$ cat config.mk
export PLATFORM = sky130hd
export DESIGN_NAME = matrix_frame_loader
export DESIGN_NICKNAME = d
export VERILOG_FILES = /design/src/rtl/matrix_frame_loader.sv
export SDC_FILE = /design/constraint.sdc
export NUM_CORES = 1
export LEC_CHECK = 0
export CAP_MARGIN = 10
export CORE_MARGIN = 2
export CORE_UTILIZATION = 45
export CTS_CLUSTER_SIZE = 12
export DETAILED_ROUTE_END_ITERATION = 10
export PLACE_DENSITY = 0.67
export SLEW_MARGIN = 20
export SYNTH_ARGS = -nofsm -noshare
export SYNTH_HDL_FRONTEND = slang
export SYNTH_SLANG_ARGS = --single-unit
$ cat constraint.sdc
create_clock -name clk -period 3.48 [get_ports clk]
set_input_delay 0.348 -clock clk [delete_from_list [all_inputs] [get_ports clk]]
set_output_delay 0.348 -clock clk [all_outputs]
set_load 0.01 [all_outputs]
$ cat src/rtl/matrix_frame_loader.sv
// matrix_frame_loader
//   Assembles one 3x3 x 3x3 operand frame from a byte stream and hands it to the
//   downstream multiplier over a valid/ready handshake.
//   Frame on the wire: SYNC, 9 bytes of A, 9 bytes of B, then one checksum byte.
//   The checksum is the mod-256 sum of the 18 payload bytes.
//
// Ports
//   clk           system clock
//   rst_n         asynchronous active-low reset
//   rx_data       received byte, qualified by rx_valid
//   rx_valid      one-cycle strobe for rx_data
//   a_flat        matrix A, row-major, element k at [8k+7:8k]
//   b_flat        matrix B, same packing
//   mat_valid     a_flat/b_flat hold a verified frame
//   mat_ready     consumer accepts the frame (transfer on mat_valid & mat_ready)
//   busy          a frame is being received (LOAD_A, LOAD_B or CHECK)
//   err_checksum  one-cycle pulse: checksum mismatch, frame dropped
//   err_timeout   one-cycle pulse: inter-byte gap too long, frame dropped
//   err_overrun   one-cycle pulse: byte arrived while a frame was waiting, byte dropped
//   frame_count   number of frames handed off, wraps at 256
module matrix_frame_loader #(
  parameter int              DATA_WIDTH     = 8,
  parameter logic [7:0]      SYNC_BYTE      = 8'hA5,
  parameter int              TIMEOUT_CYCLES = 1000000
) (
  input  logic                    clk,
  input  logic                    rst_n,
  input  logic [DATA_WIDTH-1:0]   rx_data,
  input  logic                    rx_valid,
  output logic [9*DATA_WIDTH-1:0] a_flat,
  output logic [9*DATA_WIDTH-1:0] b_flat,
  output logic                    mat_valid,
  input  logic                    mat_ready,
  output logic                    busy,
  output logic                    err_checksum,
  output logic                    err_timeout,
  output logic                    err_overrun,
  output logic [7:0]              frame_count
);

  localparam int TW = $clog2(TIMEOUT_CYCLES + 1);

  localparam logic [2:0] S_IDLE   = 3'd0;
  localparam logic [2:0] S_LOAD_A = 3'd1;
  localparam logic [2:0] S_LOAD_B = 3'd2;
  localparam logic [2:0] S_CHECK  = 3'd3;
  localparam logic [2:0] S_READY  = 3'd4;

  logic [2:0]              state;
  logic [3:0]              idx;
  logic [DATA_WIDTH-1:0]   sum;
  logic [TW-1:0]           tcnt;
  // Frames are assembled here so the visible buses only change on commit.
  logic [9*DATA_WIDTH-1:0] shadow_a;
  logic [9*DATA_WIDTH-1:0] shadow_b;

  assign busy = (state == S_LOAD_A) || (state == S_LOAD_B) || (state == S_CHECK);

  always_ff @(posedge clk or negedge rst_n) begin
    if (!rst_n) begin
      state        <= S_IDLE;
      idx          <= '0;
      sum          <= '0;
      tcnt         <= '0;
      shadow_a     <= '0;
      shadow_b     <= '0;
      a_flat       <= '0;
      b_flat       <= '0;
      mat_valid    <= 1'b0;
      err_checksum <= 1'b0;
      err_timeout  <= 1'b0;
      err_overrun  <= 1'b0;
      frame_count  <= '0;
    end else begin
      err_checksum <= 1'b0;
      err_timeout  <= 1'b0;
      err_overrun  <= 1'b0;

      case (state)
        S_IDLE: begin
          if (rx_valid && (rx_data == SYNC_BYTE)) begin
            state <= S_LOAD_A;
            idx   <= '0;
            sum   <= '0;
            tcnt  <= '0;
          end
        end

        S_LOAD_A, S_LOAD_B, S_CHECK: begin
          // A byte in the same cycle as the timeout wins, so test it first.
          if (rx_valid) begin
            tcnt <= '0;
            if (state == S_LOAD_A) begin
              shadow_a[{idx, 3'b000} +: 8] <= rx_data;
              sum <= sum + rx_data;
              if (idx == 4'd8) begin
                state <= S_LOAD_B;
                idx   <= '0;
              end else begin
                idx <= idx + 4'd1;
              end
            end else if (state == S_LOAD_B) begin
              shadow_b[{idx, 3'b000} +: 8] <= rx_data;
              sum <= sum + rx_data;
              if (idx == 4'd8) begin
                state <= S_CHECK;
                idx   <= '0;
              end else begin
                idx <= idx + 4'd1;
              end
            end else begin
              if (rx_data == sum) begin
                a_flat    <= shadow_a;
                b_flat    <= shadow_b;
                mat_valid <= 1'b1;
                state     <= S_READY;
              end else begin
                err_checksum <= 1'b1;
                state        <= S_IDLE;
              end
            end
          end else if (tcnt == TW'(TIMEOUT_CYCLES - 1)) begin
            // This idle cycle brings the gap to TIMEOUT_CYCLES.
            err_timeout <= 1'b1;
            tcnt        <= '0;
            state       <= S_IDLE;
          end else begin
            tcnt <= tcnt + TW'(1);
          end
        end

        S_READY: begin
          if (mat_ready) begin
            mat_valid   <= 1'b0;
            frame_count <= frame_count + 8'd1;
            state       <= S_IDLE;
            // The handshake frees the loader this cycle, so a byte arriving
            // now is treated exactly as it would be in IDLE.
            if (rx_valid && (rx_data == SYNC_BYTE)) begin
              state <= S_LOAD_A;
              idx   <= '0;
              sum   <= '0;
              tcnt  <= '0;
            end
          end else if (rx_valid) begin
            err_overrun <= 1'b1;
          end
        end

        default: state <= S_IDLE;
      endcase
    end
  end

endmodule

==> results.toml <==
[place]
port_buffers = 168
pre_cts_slack_ns = 0.4214
dp_hpwl_um = 20050
place.gp.congestion = 0.8329

[pwr]
leakagePower_nw = 8.381
p_total_mw = 9.945
power_frac_seq = 0.445
switchingPower_mw = 2.756
ir_worst_vdd_mv = 0.3699
p_int_mw = 7.189
p_comb_frac = 0.161
power_frac_clock = 0.394
p_per_area_nw_per_um2 = 579.5
swShare = 0.2771

[floorplanning]
fp.dieH_um = 178.9
core-area_sq_um = 30350
die-area_sq_um = 32020
die_x_um = 178.9
ios = 169
rows = 64
start_util = 0.4537

[sta]
fin_skew_ns = 0.01526
worst_slack_ns = 0.5873
setup_viol = 0
finalCriticalPeriod_ns = 2.893
tns_ns = 0
rsz0062_at_grt = "no"
fin_crit_sh = 0.8312
hold_viol_final = 0
final_max_slew_viol_count = 0
holdWs_ns = 0.4189
relSlewSlack = 0.4419
timing.fmax_mhz = 345.7
worstMarginPinSlew_ns = 0.8372

[clock_tree]
cts_tree = "built"
cts.repair.resized = 0
clk_pin_slew_worst_paths_ns = 0.06
htreeDepth = 2
clk_path_buf_depth = 3
clock-sinks = 335
cts_buffers = 38
clock_latency_ns = 0.53
cts_root_buf = "clkbuf_16"
post-cts-setup-buffers = 0

[logic_synthesis]
synth-compound-area-share = 0.04379
ys_warn_count = 0
ys_ff_latch = 335
synth_top_family_by_area = "multiplexers"
syn_avg_cell_area_sq_um = 14.33
synthFlopType = "dfrtp_1"
syn_inst = 961
synth-adder-area-share = 0.01327
synthMuxAreaShare = 0.2355
yosysUniqueCellTypes = 64
synth-simple-area-share = 0.07341
synth_nets = 987
synth-edff-count = 0
async_flop_share = 1.000
syn_area_sq_um = 13770
seq_area_frac_synth = 0.6088
synth-xor-area-share = 0.008268

[global_route]
grt.overflow.total = 0
antenna_found_initial = 0
grt_use_total = 0.1935
grt_pass1_wl_um = 47960
first_global_vias = 8390
grt_start_max_net_pins = 88

[hold_path]
min_path_type = "in2async"

[drt]
post-route-drc-count = 0
detail_route.wl_per_cell_um = 19.25
dr.first_iter.drc_count = 447
routed_via_density = 5.319
via_count = 8362
drt_wl_total_um = 30260
postRouteAntennaNets = 0
drt_pass1_iterations = 4

[setup_path]
r2r-start = "idx[0]"
critPathLaunchType = "flop"
cp_slowest_cell = "dfrtp_1"
arrival_ns = 3.30
reg2reg_to = "shadow_b[31]"
cp_data_required_time_ns = 3.89
path_class = "reg2reg"
max_stage_delay_ns = 0.67
rr_worst_depth = 7
reg2reg_slack_ns = 0.59
worstSetupEndpointType = "flop"
cp_cell_sequence = "inv_1 > ha_1 > or2_0 > o21a_1 > o22ai_4 > nand3_2 > mux2_1"
path_max_fanout = 18

[outcome]
status = "completed"

[cells_and_area]
num-fill-cells = 2490
diodes = 0
nets = 1174
drive_above_1_share = 0.3172
area_growth_pct = 24.63

[job]
drv_cap = 0
## power groups by stage
| stage | Combinational [mW] | Clock (mW) | Sequential (mW) |
|---|---|---|---|
| global route | 1.77 | 4.17 | 4.47 |
| CTS | 1.60 | 4.00 | 4.43 |
| detailed placement | 1.58 | 0 | 4.49 |
| floorplan | 1.19 | 0 | 4.40 |
| global placement | 1.55 | 0 | 4.48 |
| finish | 1.60 | 3.92 | 4.43 |
## stage by stage
| step | utilization | instances | instance area [sq um] |
|---|---|---|---|
| 2_1_floorplan | - | 961 | 13770 |
| 3_3_place_gp | 0.5247 | 1503 | 15920 |
| 3_5_place_dp | 0.5247 | 1503 | 15920 |
| 4_1_cts | 0.5655 | 1572 | 17160 |
| 5_1_grt | 0.5655 | 1572 | 17160 |
| 6_report | 0.5655 | 1572 | 17160 |
## registers in the layout (all words and copies together) (netlist names)
register and count:
err_timeout 1, state 3, err_overrun 1, sum 8, idx 4, shadow_b 72
a_flat 72, err_checksum 1, b_flat 72, mat_valid 1, shadow_a 72, tcnt 20
frame_count 8
## layer usage
metal	track usage	up-vias	part of all wire
li1	-	3837	-
met1	0.2792	4319	0.47
met2	0.3067	174	0.47
met3	0.03414	32	0.047
met4	0.04404	0	0.015
met5	0	-	0
## cell type report
type | count | area [sq um] | share of cell area
tap | 396 | 495.5 | 0.02887
multi-input combinational | 577 | 5161 | 0.3007
clock inverter | 12 | 128.9 | 0.007509
timing repair buffer | 188 | 1864 | 0.1086
clock buffer | 56 | 1100 | 0.06408
inverter | 8 | 30.03 | 0.001750
sequential | 335 | 8383 | 0.4884
## worst max-delay path, delay by kind of cell (launching register included)
kind / cells / cell delay [ns]
AO/OA/AOI/OAI: 2 / 0.54
adder cells (fa/ha/maj): 1 / 0.37
buffers and inverters: 1 / 0.19
flip-flops: 1 / 0.67
multiplexers: 1 / 0.41
AND/OR/NAND/NOR: 2 / 0.60
## worst max-delay path by stage
stage	from	to	slack, ns
final	idx[0]	shadow_b[31]	0.59
after global routing	idx[0]	shadow_b[31]	0.44
after CTS	idx[0]	shadow_b[31]	0.61
after detailed placement	rx_data[6]	b_flat[14]	0.42
after global placement	rx_data[6]	b_flat[8]	0.51
after floorplan	idx[0]	shadow_a[34]	1.25
## cell families after synthesis
group / count (synthesis)
fa+ha+maj: 14
flops: 335
buf+inv: 49
simple gates: 174
compound gates: 88
mux: 288
xor+xnor: 13
## what timing repair did
| item | in CTS | in global routing |
|---|---|---|
| setup endpoints to repair | 0 | 0 |
| endpoints found under the hold margin | 82 | 0 |
| hold buffers | 1 | 0 |
## placed cells by master (no fill, tap or decap), types with 14 or more instances in the layout
cell,Yosys,routed
and3_1,15,15
mux2_2,275,275
buf_4,3,17
a31oi_1,14,14
dfrtp_1,335,335
nand2_1,45,45
and2_1,20,20
clkdlybuf4s50_1,0,167
nor2_1,18,18
clkbuf_16,0,39
o21ai_0,23,23
## cells in the mapped netlist (all sizes together) (7+ instances only)
cell | n | area (sq um)
buf | 30 | 162.7
nand3 | 21 | 145.1
and2 | 20 | 125.1
a31oi | 14 | 87.58
o21ai | 23 | 115.1
dfrtp | 335 | 8383
a22o | 7 | 61.31
clkbuf | 11 | 41.29
mux2 | 288 | 3243
a21oi | 14 | 73.82
nand4 | 7 | 50.05
xor2 | 7 | 61.31
nor3 | 8 | 40.04
nor2 | 19 | 78.82
nand2 | 45 | 168.9
inv | 8 | 30.03
ha | 13 | 162.7
and3 | 15 | 93.84
(Power assumes the default switching activity.)
